===== config.mk =====
export PLATFORM = sky130hd
export DESIGN_NAME = gpio_cmd
export DESIGN_NICKNAME = d
export VERILOG_FILES = /design/src/rtl/gpio_cmd_pkg.sv /design/src/rtl/gpio_cmd_shreg.sv /design/src/rtl/gpio_cmd.sv
export SDC_FILE = /design/constraint.sdc
export NUM_CORES = 1
export LEC_CHECK = 0
export ABC_AREA = 1
export CAP_MARGIN = 20
export CORE_MARGIN = 2
export CORE_UTILIZATION = 53
export DETAILED_ROUTE_END_ITERATION = 8
export PLACE_DENSITY_LB_ADDON = 0.05
export SYNTH_ARGS = -nofsm -noshare
export SYNTH_HDL_FRONTEND = slang
export SYNTH_SLANG_ARGS = --single-unit

===== constraint.sdc =====
create_clock -name clk -period 1.9 [get_ports clk]
set_input_delay 0.285 -clock clk [delete_from_list [all_inputs] [get_ports clk]]
set_output_delay 0.285 -clock clk [all_outputs]
set_load 0.1 [all_outputs]

===== src/rtl/gpio_cmd_pkg.sv =====
// Shared definitions for the GPIO command frame decoder.
// Holds the frame constants, the FSM state encoding, the configuration-target
// encoding and a helper that decodes the param byte.
package gpio_cmd_pkg;

  localparam int unsigned BYTE_W       = 8;
  localparam int unsigned FRAME_DATA_W = 24;
  localparam int unsigned CNT_W        = 2;

  localparam logic [BYTE_W-1:0] CMD_GPIO    = 8'h47;  // 'G'
  localparam logic [BYTE_W-1:0] LEN_GPIO    = 8'h04;  // param + 3 data bytes
  localparam logic [BYTE_W-1:0] PARAM_LEVEL = 8'h6c;  // 'l'
  localparam logic [BYTE_W-1:0] PARAM_DIR   = 8'h64;  // 'd'
  localparam logic [BYTE_W-1:0] PARAM_INTEN = 8'h69;  // 'i'

  // Count value seen when the third (final) data byte arrives.
  localparam logic [CNT_W-1:0] LAST_DATA_CNT = 2'd2;

  typedef enum logic [2:0] {
    ST_IDLE,
    ST_EVID,
    ST_LEN,
    ST_PARAM,
    ST_DATA,
    ST_WAIT_END,
    ST_DRAIN,
    ST_ACK
  } state_e;

  typedef enum logic [1:0] {
    TGT_LEVEL,
    TGT_DIR,
    TGT_INTEN
  } target_e;

  typedef struct packed {
    logic    ok;
    target_e tgt;
  } param_dec_t;

  // Map a param byte onto a configuration register; ok=0 for unknown params.
  function automatic param_dec_t param_decode(input logic [BYTE_W-1:0] p);
    param_dec_t r;
    r.ok  = 1'b1;
    r.tgt = TGT_LEVEL;
    case (p)
      PARAM_LEVEL: r.tgt = TGT_LEVEL;
      PARAM_DIR:   r.tgt = TGT_DIR;
      PARAM_INTEN: r.tgt = TGT_INTEN;
      default:     r.ok  = 1'b0;
    endcase
    return r;
  endfunction

endpackage


===== src/rtl/gpio_cmd_shreg.sv =====
// 24-bit MSB-first byte shift register with a load counter.
// Ports:
//   clk, reset      clock, async active-low reset
//   clr_i           synchronous clear of shadow and count
//   shift_i         shift byte_i in at the LSB end
//   byte_i          incoming data byte
//   cnt_o           number of bytes loaded since the last clear (wraps)
//   data_next_c     combinational view of the shadow including this cycle's byte
module gpio_cmd_shreg
  import gpio_cmd_pkg::*;
(
  input  logic                    clk,
  input  logic                    reset,
  input  logic                    clr_i,
  input  logic                    shift_i,
  input  logic [BYTE_W-1:0]       byte_i,
  output logic [CNT_W-1:0]        cnt_o,
  output logic [FRAME_DATA_W-1:0] data_next_c
);

  logic [FRAME_DATA_W-1:0] data_q;
  logic [CNT_W-1:0]        cnt_q;

  // Exposing the post-shift value lets a final byte commit in its own cycle.
  always_comb begin
    data_next_c = data_q;
    if (shift_i) begin
      data_next_c = {data_q[FRAME_DATA_W-BYTE_W-1:0], byte_i};
    end
  end

  always_ff @(posedge clk or negedge reset) begin
    if (!reset) begin
      data_q <= '0;
      cnt_q  <= '0;
    end else if (clr_i) begin
      data_q <= '0;
      cnt_q  <= '0;
    end else if (shift_i) begin
      data_q <= data_next_c;
      cnt_q  <= cnt_q + CNT_W'(1);
    end
  end

  assign cnt_o = cnt_q;

endmodule


===== src/rtl/gpio_cmd.sv =====
// GPIO command frame decoder: parses 'G' frames, updates one of the GPIO
// level/direction/interrupt-enable registers and returns an ACK or NAK.
// Ports:
//   clk, reset                         clock, async active-low reset
//   in_frame_valid                     high for the whole inbound frame
//   in_frame_data, in_frame_data_valid inbound byte and its strobe
//   in_frame_ready                     low while an ack is pending
//   gpio_level/direction/int_enable    registered GPIO configuration
//   ack_valid, ack_ok, ack_event_id    ack/nak result, held until ack_ready
//   ack_ready                          consumer accepts the ack
module gpio_cmd
  import gpio_cmd_pkg::*;
#(
  parameter int unsigned GPIO_WIDTH = 24
) (
  input  logic                  clk,
  input  logic                  reset,
  input  logic                  in_frame_valid,
  input  logic [BYTE_W-1:0]     in_frame_data,
  input  logic                  in_frame_data_valid,
  output logic                  in_frame_ready,
  output logic [GPIO_WIDTH-1:0] gpio_level,
  output logic [GPIO_WIDTH-1:0] gpio_direction,
  output logic [GPIO_WIDTH-1:0] gpio_int_enable,
  output logic                  ack_valid,
  output logic                  ack_ok,
  output logic [BYTE_W-1:0]     ack_event_id,
  input  logic                  ack_ready
);

  state_e                  state_q, state_d;
  target_e                 tgt_q, tgt_d;
  logic                    nak_q, nak_d;
  logic                    ack_ok_q, ack_ok_d;
  logic [BYTE_W-1:0]       evid_q, evid_d;
  logic                    ready_q;
  logic                    ack_valid_q;
  logic [GPIO_WIDTH-1:0]   level_q, level_d;
  logic [GPIO_WIDTH-1:0]   dir_q, dir_d;
  logic [GPIO_WIDTH-1:0]   inten_q, inten_d;

  logic                    fire_c;
  logic                    fv_c;
  logic                    shift_c;
  logic                    clr_c;
  logic                    commit_c;
  logic [CNT_W-1:0]        cnt;
  logic [FRAME_DATA_W-1:0] shadow_next_c;
  param_dec_t              dec_c;

  gpio_cmd_shreg u_shreg (
    .clk         (clk),
    .reset       (reset),
    .clr_i       (clr_c),
    .shift_i     (shift_c),
    .byte_i      (in_frame_data),
    .cnt_o       (cnt),
    .data_next_c (shadow_next_c)
  );

  assign fire_c = in_frame_data_valid & ready_q;
  assign fv_c   = in_frame_valid;
  assign dec_c  = param_decode(in_frame_data);

  // Frame parser. A byte arriving with in_frame_valid already low is taken
  // as the last byte, and the end-of-frame is handled in the same cycle.
  always_comb begin
    state_d  = state_q;
    tgt_d    = tgt_q;
    nak_d    = nak_q;
    ack_ok_d = ack_ok_q;
    evid_d   = evid_q;
    shift_c  = 1'b0;
    clr_c    = 1'b0;
    commit_c = 1'b0;

    case (state_q)
      ST_IDLE: begin
        clr_c = 1'b1;
        nak_d = 1'b0;
        if (fire_c && fv_c) begin
          state_d = (in_frame_data == CMD_GPIO) ? ST_EVID : ST_DRAIN;
        end
      end
      ST_EVID: begin
        if (fire_c) begin
          evid_d = in_frame_data;
          if (fv_c) begin
            state_d = ST_LEN;
          end else begin
            ack_ok_d = 1'b0;
            state_d  = ST_ACK;
          end
        end else if (!fv_c) begin
          state_d = ST_IDLE;
        end
      end
      ST_LEN: begin
        if (fire_c && fv_c) begin
          if (in_frame_data == LEN_GPIO) begin
            state_d = ST_PARAM;
          end else begin
            nak_d   = 1'b1;
            state_d = ST_DRAIN;
          end
        end else if (!fv_c) begin
          ack_ok_d = 1'b0;
          state_d  = ST_ACK;
        end
      end
      ST_PARAM: begin
        if (fire_c && fv_c) begin
          tgt_d = dec_c.tgt;
          if (dec_c.ok) begin
            state_d = ST_DATA;
          end else begin
            nak_d   = 1'b1;
            state_d = ST_DRAIN;
          end
        end else if (!fv_c) begin
          ack_ok_d = 1'b0;
          state_d  = ST_ACK;
        end
      end
      ST_DATA: begin
        if (fire_c) begin
          shift_c = 1'b1;
          if (cnt == LAST_DATA_CNT) begin
            if (fv_c) begin
              state_d = ST_WAIT_END;
            end else begin
              commit_c = 1'b1;
              ack_ok_d = 1'b1;
              state_d  = ST_ACK;
            end
          end else if (!fv_c) begin
            ack_ok_d = 1'b0;
            state_d  = ST_ACK;
          end
        end else if (!fv_c) begin
          ack_ok_d = 1'b0;
          state_d  = ST_ACK;
        end
      end
      ST_WAIT_END: begin
        if (fire_c) begin
          nak_d = 1'b1;
          if (fv_c) begin
            state_d = ST_DRAIN;
          end else begin
            ack_ok_d = 1'b0;
            state_d  = ST_ACK;
          end
        end else if (!fv_c) begin
          commit_c = 1'b1;
          ack_ok_d = 1'b1;
          state_d  = ST_ACK;
        end
      end
      ST_DRAIN: begin
        if (!fv_c) begin
          if (nak_q) begin
            ack_ok_d = 1'b0;
            state_d  = ST_ACK;
          end else begin
            state_d = ST_IDLE;
          end
        end
      end
      ST_ACK: begin
        if (ack_ready) begin
          state_d = ST_IDLE;
        end
      end
      default: state_d = ST_IDLE;
    endcase
  end

  // Exactly one configuration register is written on a commit.
  always_comb begin
    level_d = level_q;
    dir_d   = dir_q;
    inten_d = inten_q;
    if (commit_c) begin
      case (tgt_q)
        TGT_LEVEL: level_d = GPIO_WIDTH'(shadow_next_c);
        TGT_DIR:   dir_d   = GPIO_WIDTH'(shadow_next_c);
        TGT_INTEN: inten_d = GPIO_WIDTH'(shadow_next_c);
        default:   ;
      endcase
    end
  end

  always_ff @(posedge clk or negedge reset) begin
    if (!reset) begin
      state_q     <= ST_IDLE;
      tgt_q       <= TGT_LEVEL;
      nak_q       <= 1'b0;
      ack_ok_q    <= 1'b0;
      evid_q      <= '0;
      ready_q     <= 1'b1;
      ack_valid_q <= 1'b0;
      level_q     <= '0;
      dir_q       <= '0;
      inten_q     <= '0;
    end else begin
      state_q     <= state_d;
      tgt_q       <= tgt_d;
      nak_q       <= nak_d;
      ack_ok_q    <= ack_ok_d;
      evid_q      <= evid_d;
      ready_q     <= (state_d != ST_ACK);
      ack_valid_q <= (state_d == ST_ACK);
      level_q     <= level_d;
      dir_q       <= dir_d;
      inten_q     <= inten_d;
    end
  end

  assign in_frame_ready  = ready_q;
  assign ack_valid       = ack_valid_q;
  assign ack_ok          = ack_ok_q;
  assign ack_event_id    = evid_q;
  assign gpio_level      = level_q;
  assign gpio_direction  = dir_q;
  assign gpio_int_enable = inten_q;

endmodule


==> results of run 1 <==
-- state kept, by name, indices dropped and copies added (netlist names) --
signal           flops
gpio_int_enable     24
state_q              3
u_shreg.cnt_o        2
gpio_level          24
gpio_direction      24
ack_ok               1
in_frame_ready       1
tgt_q                2
u_shreg.data_q      24
ack_event_id         8
nak_q                1
ack_valid            1
-- through the flow --
step	hold slack (ns)	utilization, %	setup slack [ns]
CTS	0.278	74.0	0.0919
floorplan	-0.0106	-	0.0198
global placement	0.281	67.3	-0.0582
global route	0.305	74.5	-0.00590
finish	0.265	74.5	0.114
detailed placement	0.289	67.3	-0.147
-- area by class of cell --
cell class,instances,area [sq um]
Clock buffer,21,469
Clock inverter,11,174
Fill cell,730,2500
Inverter,91,344
Multi-Input combinational cell,361,1940
Sequential cell,115,2880
Tap cell,133,166
Timing Repair Buffer,152,1340
-- placed cells by master, fill, tap and decap left out, drive strengths merged, types with 3 or more instances in the layout --
cell,netlist,routed
nand2,144,144
buf,22,139
dfrtp,114,114
o21ai,99,99
inv,91,92
nor2,63,63
nand3,24,24
clkbuf,2,22
a21oi,17,17
clkdlybuf4s50,0,11
nand4,4,4
bufinv,0,4
clkinvlp,0,3
clkinv,0,3
-- cell families after synthesis --
| family | Yosys count | synth area share, % |
|---|---|---|
| AO/OA/AOI/OAI | 121 | 15.7 |
| XOR/XNOR | 1 | 0.163 |
| adder cells (fa/ha/maj) | 1 | 0.233 |
| buffers and inverters | 115 | 10.5 |
| flip-flops | 115 | 53.6 |
| AND/OR/NAND/NOR | 238 | 19.9 |
-- what timing repair did --
action / in CTS / in global routing
setup endpoints to repair: 0 / 9
setup buffers: 0 / 1
gates resized for setup: 0 / 4
hold buffers: 1 / 0
endpoints found under the hold margin: 33 / 0
-- power by group through the flow --
stage | sequential (mW) | clock (mW) | combinational [mW]
2_1_floorplan | 7.57 | 0 | 1.90
3_3_place_gp | 3.74 | 0 | 7.68
3_5_place_dp | 3.76 | 0 | 7.72
4_1_cts | 3.73 | 3.45 | 7.77
5_1_grt | 3.82 | 3.57 | 8.17
6_report | 3.74 | 3.42 | 7.77
-- worst paths after layout --
kind | startpoint | end | slack [ns] | cells after the start
worst max-delay path | in_frame_ready | gpio_level[10] | 0.11 | 8
worst min register to register | gpio_direction[13] | gpio_direction[13] | 0.49 | 2
max in group asynchronous | reset | u_shreg.data_q[5] | 1.03 | 3
worst max register to register | in_frame_ready | gpio_level[10] | 0.11 | 8
min in group clk | in_frame_data[4] | ack_event_id[4] | 0.45 | 3
worst min-delay path | reset | gpio_level[7] | 0.27 | 2
-- per-layer routing --
metal	GRT usage, %	wire length [um]	vias to the layer above
met3	7.36	625	17
met4	8.76	204	0
met1	34.5	5890	2151
li1	-	-	2155
met2	41.7	6650	128
met5	0	0	-
==> impl_table.tex, run 1 <==
\begin{tabular}{lr}
\hline
Metric & Value \\
\hline
\multicolumn{2}{l}{\textbf{Logic synthesis}} \\
Area contributors post-synth & sky130\_fd\_sc\_hd\_\_dfrtp\_1 (53\%), sky130\_fd\_sc\_hd\_\_nand2\_1 (8.4\%), sky130\_fd\_sc\_hd\_\_o21ai\_2 (6.0\%) \\
Cell with the most instances after synthesis & sky130\_fd\_sc\_hd\_\_nand2\_1 \\
Share of the synthesized area in the top cell type & between 50\% and 60\% \\
Share of the yosys chip area belonging to registers & between 50\% and 60\% \\
Total standard cell area after synthesis & 0.00537 sq mm \\
Commonest cells post-synth & sky130\_fd\_sc\_hd\_\_nand2\_1 (120), sky130\_fd\_sc\_hd\_\_dfrtp\_1 (114), sky130\_fd\_sc\_hd\_\_inv\_1 (86), sky130\_fd\_sc\_hd\_\_nor2\_1 (58), sky130\_fd\_sc\_hd\_\_o21ai\_0 (38) \\
Share of flip-flops with an asynchronous set or reset after synthesis & 100\% \\
Post-synth top area cell & sky130\_fd\_sc\_hd\_\_dfrtp\_1 \\
Yosys Warn Count & 0 \\
Top\_reg\_cell synth & sky130\_fd\_sc\_hd\_\_dfrtp\_1 \\
Syn Inst Count & $\sim$600 \\
Count of flip-flops with a built-in enable after synthesis & 0 \\
Mean post-synth cell area & between 9 and 10 sq um \\
Count of different cell masters after synthesis & 37 \\
Flip-flop and latch count after synthesis & around 120 \\
Nets in the synthesized netlist & between 600 and 700 \\
\multicolumn{2}{l}{\textbf{Die}} \\
Core area & 0.00982 sq mm \\
Initial cell density of the core & between 50 and 60\% \\
Chip height & approximately 100 um \\
Die width & between 100 and 150 um \\
Die ar. & 0.0110 sq mm \\
Number of rows created at floorplan & 36 \\
Number of primary I/O pins & 96 \\
\multicolumn{2}{l}{\textbf{Power and ir drop}} \\
Total power per unit cell area & 2040 mW/mm\^{}2 \\
Internal power contribution & around 7.3 mW \\
Clock group share of total power & 22.9\% \\
Power spent charging and discharging nets & roughly 7.6 mW \\
Comb pwr share & 52.0\% \\
Max IR drop VDD & between 0.001 and 0.0015 V \\
Portion of total power attributed to sequential cells & between 20\% and 30\% \\
Share of total power consumed by net switching & between 50\% and 60\% \\
Final total power & $\sim$15 mW \\
Leakage dissipation & approximately 3.7 nW \\
\multicolumn{2}{l}{\textbf{Clock tree}} \\
Number of levels in the clock H-tree & 4 \\
TritonCTS clock tree & done \\
Insertion delay to the later sink of the worst-skew pair & between 0.5 and 0.6 ns \\
Clock sink count & around 120 \\
Cts bufs inserted & 17 \\
Worst-path clk slew & roughly 0.06 ns \\
Clock Path Buffers & 2 \\
Clock root buffer & sky130\_fd\_sc\_hd\_\_clkbuf\_8 \\
\multicolumn{2}{l}{\textbf{Placed design}} \\
Port Buffers & 95 \\
Cell area after placement & roughly 0.0066 sq mm \\
DP Cell Count & $\sim$850 \\
Estimated wirelength of the detail-placed design & between 9 and 10 mm \\
Global placement routability congestion & between 0.9 and 1 \\
\multicolumn{2}{l}{\textbf{Finish}} \\
Final standard cell count with taps included and fillers excluded & 884 \\
Number of nets in the layout & about 750 \\
Final Cell Area & approximately 0.0073 sq mm \\
Layout overhead on the synthesized area & 36.1\% \\
Number of antenna cells inserted & 0 \\
Proportion of layout cells with a drive suffix above 1 & a little over a third \\
\multicolumn{2}{l}{\textbf{Setup path}} \\
CP Launch Type & register \\
Worst Path Arrival & around 2.2 ns \\
Buf/Inv on CP & 2 \\
Crit-path slowest cell & sky130\_fd\_sc\_hd\_\_dfstp\_4 \\
Crit Path Class & register to register \\
Kind of end point of the critical path & register \\
Largest driver fanout on the critical path & 48 \\
Cell family with the largest share of critical-path delay & flip-flops \\
Required @ worst endpoint & $\sim$2.3 ns \\
Worst stage delay on the critical path & between 0.6 and 0.7 ns \\
Chain of cells forming the critical path & nand2\_4, nand2\_2, nor2\_2, a21oi\_4, inv\_2, nand3\_2, buf\_12, o21ai\_0 \\
\multicolumn{2}{l}{\textbf{STA}} \\
Worst-margin pin slew & about 0.50 ns \\
Period utilization & between 90\% and 100\% \\
Clock period minus final worst setup slack & around 1.8 ns \\
F\_max & roughly 560 MHz \\
Final number of max-transition violations & 0 \\
Largest clock skew in the final design & around 0.011 ns \\
Count of final setup violators & 0 \\
Setup\_tns & 0 ns \\
Setup repair after global routing missed its margin & yes \\
Relative slew margins & between 60\% and 70\% \\
Final hold vios & 0 \\
\multicolumn{2}{l}{\textbf{Global routing}} \\
Global-route wire length before repair & $\sim$22 mm \\
Remaining global-route overflow & 0 \\
Maximum number of pins on one net before global-route repair & 49 \\
Vias in the first global route & roughly 4400 \\
Antenna violations before repair & 0 \\
Total routing usage reported by global routing & 26.1\% \\
\multicolumn{2}{l}{\textbf{Drt}} \\
Per-cell routed wire length & between 15 and 20 um \\
Total iterations of the first detailed-routing run & 5 \\
DR vias & between 4000 and 5000 \\
Vias per cell & $\sim$5.0 \\
Number of nets with antenna violations after detailed routing & 0 \\
DRC violations left & 0 \\
Violation count after the first detailed-routing iteration & $\sim$190 \\
Routed wire length & $\sim$13 mm \\
\multicolumn{2}{l}{\textbf{Worst hold path}} \\
Class of the tightest hold or removal check & primary input to async pin \\
\multicolumn{2}{l}{\textbf{Job}} \\
Max-cap check violation count & 0 \\
\multicolumn{2}{l}{\textbf{Outcome}} \\
Outcome & finished clean \\
\hline
\end{tabular}
Note: power is estimated with default switching activity, not from simulation.
==> run 2, diff against run 1 <==
CORE_UTILIZATION = 55   (was 53)
CTS_BUF_LIST = sky130_fd_sc_hd__clkbuf_4   (was default)
==> run 2 against run 1 <==
Net effect:
- clock power decreased by 51%
- worst hold slack improved by 0.015 ns
- routed wire length decreased by 2.3%
- critical path depth is 1 lower
- setup slack lost 0.047 ns
- clock skew is 0.0071 ns higher
- clock-buffer cell count fell by 3
- first-iteration DRC count down 25%
- via count shrank 1.2%
- power decreased by 12%
- design area down 6.0%
- largest power group unchanged
==> impl_table.tex, run 2 (synthesis results as in run 1) <==
\begin{tabular}{lr}
\hline
Metric & Value \\
\hline
\multicolumn{2}{l}{\textbf{STA}} \\
Setup repair after global routing missed its margin & no \\
Period utilization & between 90\% and 100\% \\
Final hold vios & 0 \\
Final hold slack & between 0.2 and 0.3 ns \\
Final number of max-transition violations & 0 \\
Count of final setup violators & 0 \\
Largest clock skew in the final design & between 0.015 and 0.02 ns \\
Relative slew margins & a little over three fifths \\
F\_max & roughly 550 MHz \\
Worst-margin pin slew & around 0.56 ns \\
Clock period minus final worst setup slack & 1.83 ns \\
Setup WS post-layout & around 0.067 ns \\
\multicolumn{2}{l}{\textbf{Setup path}} \\
Kind of end point of the critical path & register \\
Crit Path Class & register to register \\
CP Launch Type & register \\
Required @ worst endpoint & between 2 and 2.5 ns \\
Worst Path Arrival & 2.24 ns \\
Worst setup slack for register-to-register paths & roughly 0.067 ns \\
Largest driver fanout on the critical path & 30 \\
\multicolumn{2}{l}{\textbf{Die}} \\
Number of primary I/O pins & 96 \\
Number of rows created at floorplan & 36 \\
Initial cell density of the core & between 50\% and 60\% \\
Core area & around 0.0096 sq mm \\
Die width & slightly above 100 um \\
Die ar. & about 0.011 sq mm \\
Chip height & $\sim$100 um \\
\multicolumn{2}{l}{\textbf{Global routing}} \\
Vias in the first global route & approximately 4300 \\
Global-route wire length before repair & 21.1 mm \\
Remaining global-route overflow & 0 \\
Antenna violations before repair & 0 \\
Total routing usage reported by global routing & roughly a quarter \\
Maximum number of pins on one net before global-route repair & 49 \\
\multicolumn{2}{l}{\textbf{Power and ir drop}} \\
Leakage dissipation & 3.54 nW \\
Total power per unit cell area & about 1900 mW/mm\^{}2 \\
Max IR drop VDD & $\sim$0.0014 V \\
\multicolumn{2}{l}{\textbf{Placed design}} \\
Cell area after placement & around 0.0065 sq mm \\
Pre-CTS setup slack & -0.165 ns \\
Estimated wirelength of the detail-placed design & between 9 and 10 mm \\
Port Buffers & 95 \\
Global placement routability congestion & around 0.90 \\
\multicolumn{2}{l}{\textbf{Finish}} \\
Final core utilization & a little under three quarters \\
Most frequent standard cell in the layout excluding fill and tap cells & sky130\_fd\_sc\_hd\_\_buf\_4 \\
Final Cell Area & approximately 0.0069 sq mm \\
Layout overhead on the synthesized area & 27.9\% \\
Most used cells in the layout excluding fill and tap cells & sky130\_fd\_sc\_hd\_\_buf\_4 (130), sky130\_fd\_sc\_hd\_\_nand2\_1 (120), sky130\_fd\_sc\_hd\_\_dfrtp\_1 (114), sky130\_fd\_sc\_hd\_\_inv\_1 (86), sky130\_fd\_sc\_hd\_\_nor2\_1 (58) \\
Number of antenna cells inserted & 0 \\
Number of filler instances in the final layout & approximately 780 \\
Number of nets in the layout & 750 \\
Proportion of layout cells with a drive suffix above 1 & 34.1\% \\
\multicolumn{2}{l}{\textbf{Drt}} \\
DR vias & between 4000 and 5000 \\
Violation count after the first detailed-routing iteration & roughly 140 \\
Total iterations of the first detailed-routing run & 5 \\
DRC violations left & 0 \\
Vias per cell & about 5 \\
Routed wire length & between 10 and 15 mm \\
Number of nets with antenna violations after detailed routing & 0 \\
Per-cell routed wire length & 14.8 um \\
\multicolumn{2}{l}{\textbf{Clock tree}} \\
Cts bufs inserted & 17 \\
Clock sink count & approximately 120 \\
Clock root buffer & sky130\_fd\_sc\_hd\_\_clkbuf\_4 \\
TritonCTS clock tree & done \\
Clock Path Buffers & 2 \\
Insertion delay to the later sink of the worst-skew pair & around 0.52 ns \\
Worst-path clk slew & 0.11 ns \\
Number of levels in the clock H-tree & 4 \\
\multicolumn{2}{l}{\textbf{Job}} \\
Max-cap check violation count & 0 \\
\multicolumn{2}{l}{\textbf{Worst hold path}} \\
Class of the tightest hold or removal check & primary input to async pin \\
\multicolumn{2}{l}{\textbf{Outcome}} \\
Outcome & finished clean \\
\hline
\end{tabular}
==> run 2: cell types whose count changed in the layout (fill, tap and decap cells not counted), sizes merged <==
cell,before,now
clkinv,3,9
clkbuf,22,19
buf,139,137
bufinv,4,2
clkinvlp,3,2
inv,92,91
==> run 2: power breakdown <==
part / internal [mW] / leakage (nW) / switching (mW)
registers: 3.19 / 1.52 / 0.504
clock network: 0.761 / 0.137 / 0.909
logic: 1.77 / 1.88 / 5.95
==> run 2: worst paths after layout <==
| path | startpoint | to | cells past startpoint |
|---|---|---|---|
| setup / recovery | in_frame_ready | gpio_level[15] | 7 |
| hold / removal | reset | gpio_int_enable[7] | 2 |
| setup reg to reg | in_frame_ready | gpio_level[15] | 7 |
| hold reg to reg | gpio_level[2] | gpio_level[2] | 2 |
| max in group asynchronous | reset | gpio_level[2] | 3 |
| min in group clk | in_frame_data[4] | ack_event_id[4] | 3 |
==> run 2: critical path, stage by stage (launching register included) <==
cell                      delay (ns)
sky130_fd_sc_hd__dfstp_4        0.68
sky130_fd_sc_hd__nand2_4        0.09
sky130_fd_sc_hd__nor2_8         0.15
sky130_fd_sc_hd__inv_6          0.12
sky130_fd_sc_hd__buf_4          0.20
sky130_fd_sc_hd__a21oi_2        0.25
sky130_fd_sc_hd__buf_4          0.17
sky130_fd_sc_hd__o21ai_2        0.05
==> run 2: metrics by stage <==
stage | power, mW | TNS [ns] | std cells
6_report | 13.1 | 0 | 881
5_1_grt | 13.8 | 0 | 881
4_1_cts | 13.1 | 0 | 877
3_5_place_dp | 11.4 | -7.46 | 845
3_3_place_gp | 11.3 | -5.22 | 845
2_1_floorplan | 9.47 | 0 | 591
==> run 2: cell type report <==
class | instances | area [sq um] | area share (%)
multi-input combinational | 361 | 1970 | 28.7
inverter | 91 | 347 | 5.04
tap | 133 | 166 | 2.42
timing repair buffer | 150 | 1250 | 18.2
sequential | 115 | 2880 | 41.9
clock inverter | 13 | 119 | 1.73
clock buffer | 18 | 135 | 1.97
==> run 2: metal layers <==
layer | track usage (%) | routed length, um | vias up
met5 | 0 | 0 | -
met4 | 8.60 | 176 | 0
met3 | 7.25 | 696 | 18
met2 | 42.6 | 6430 | 117
met1 | 34.6 | 5760 | 2112
li1 | - | - | 2151
==> run 2: what timing repair did <==
item | CTS | global route
hold buffers | 1 | 0
hold endpoints to repair | 36 | 0
setup buffers | 0 | 2
endpoints found under the setup margin | 0 | 51
gates resized for setup | 0 | 9
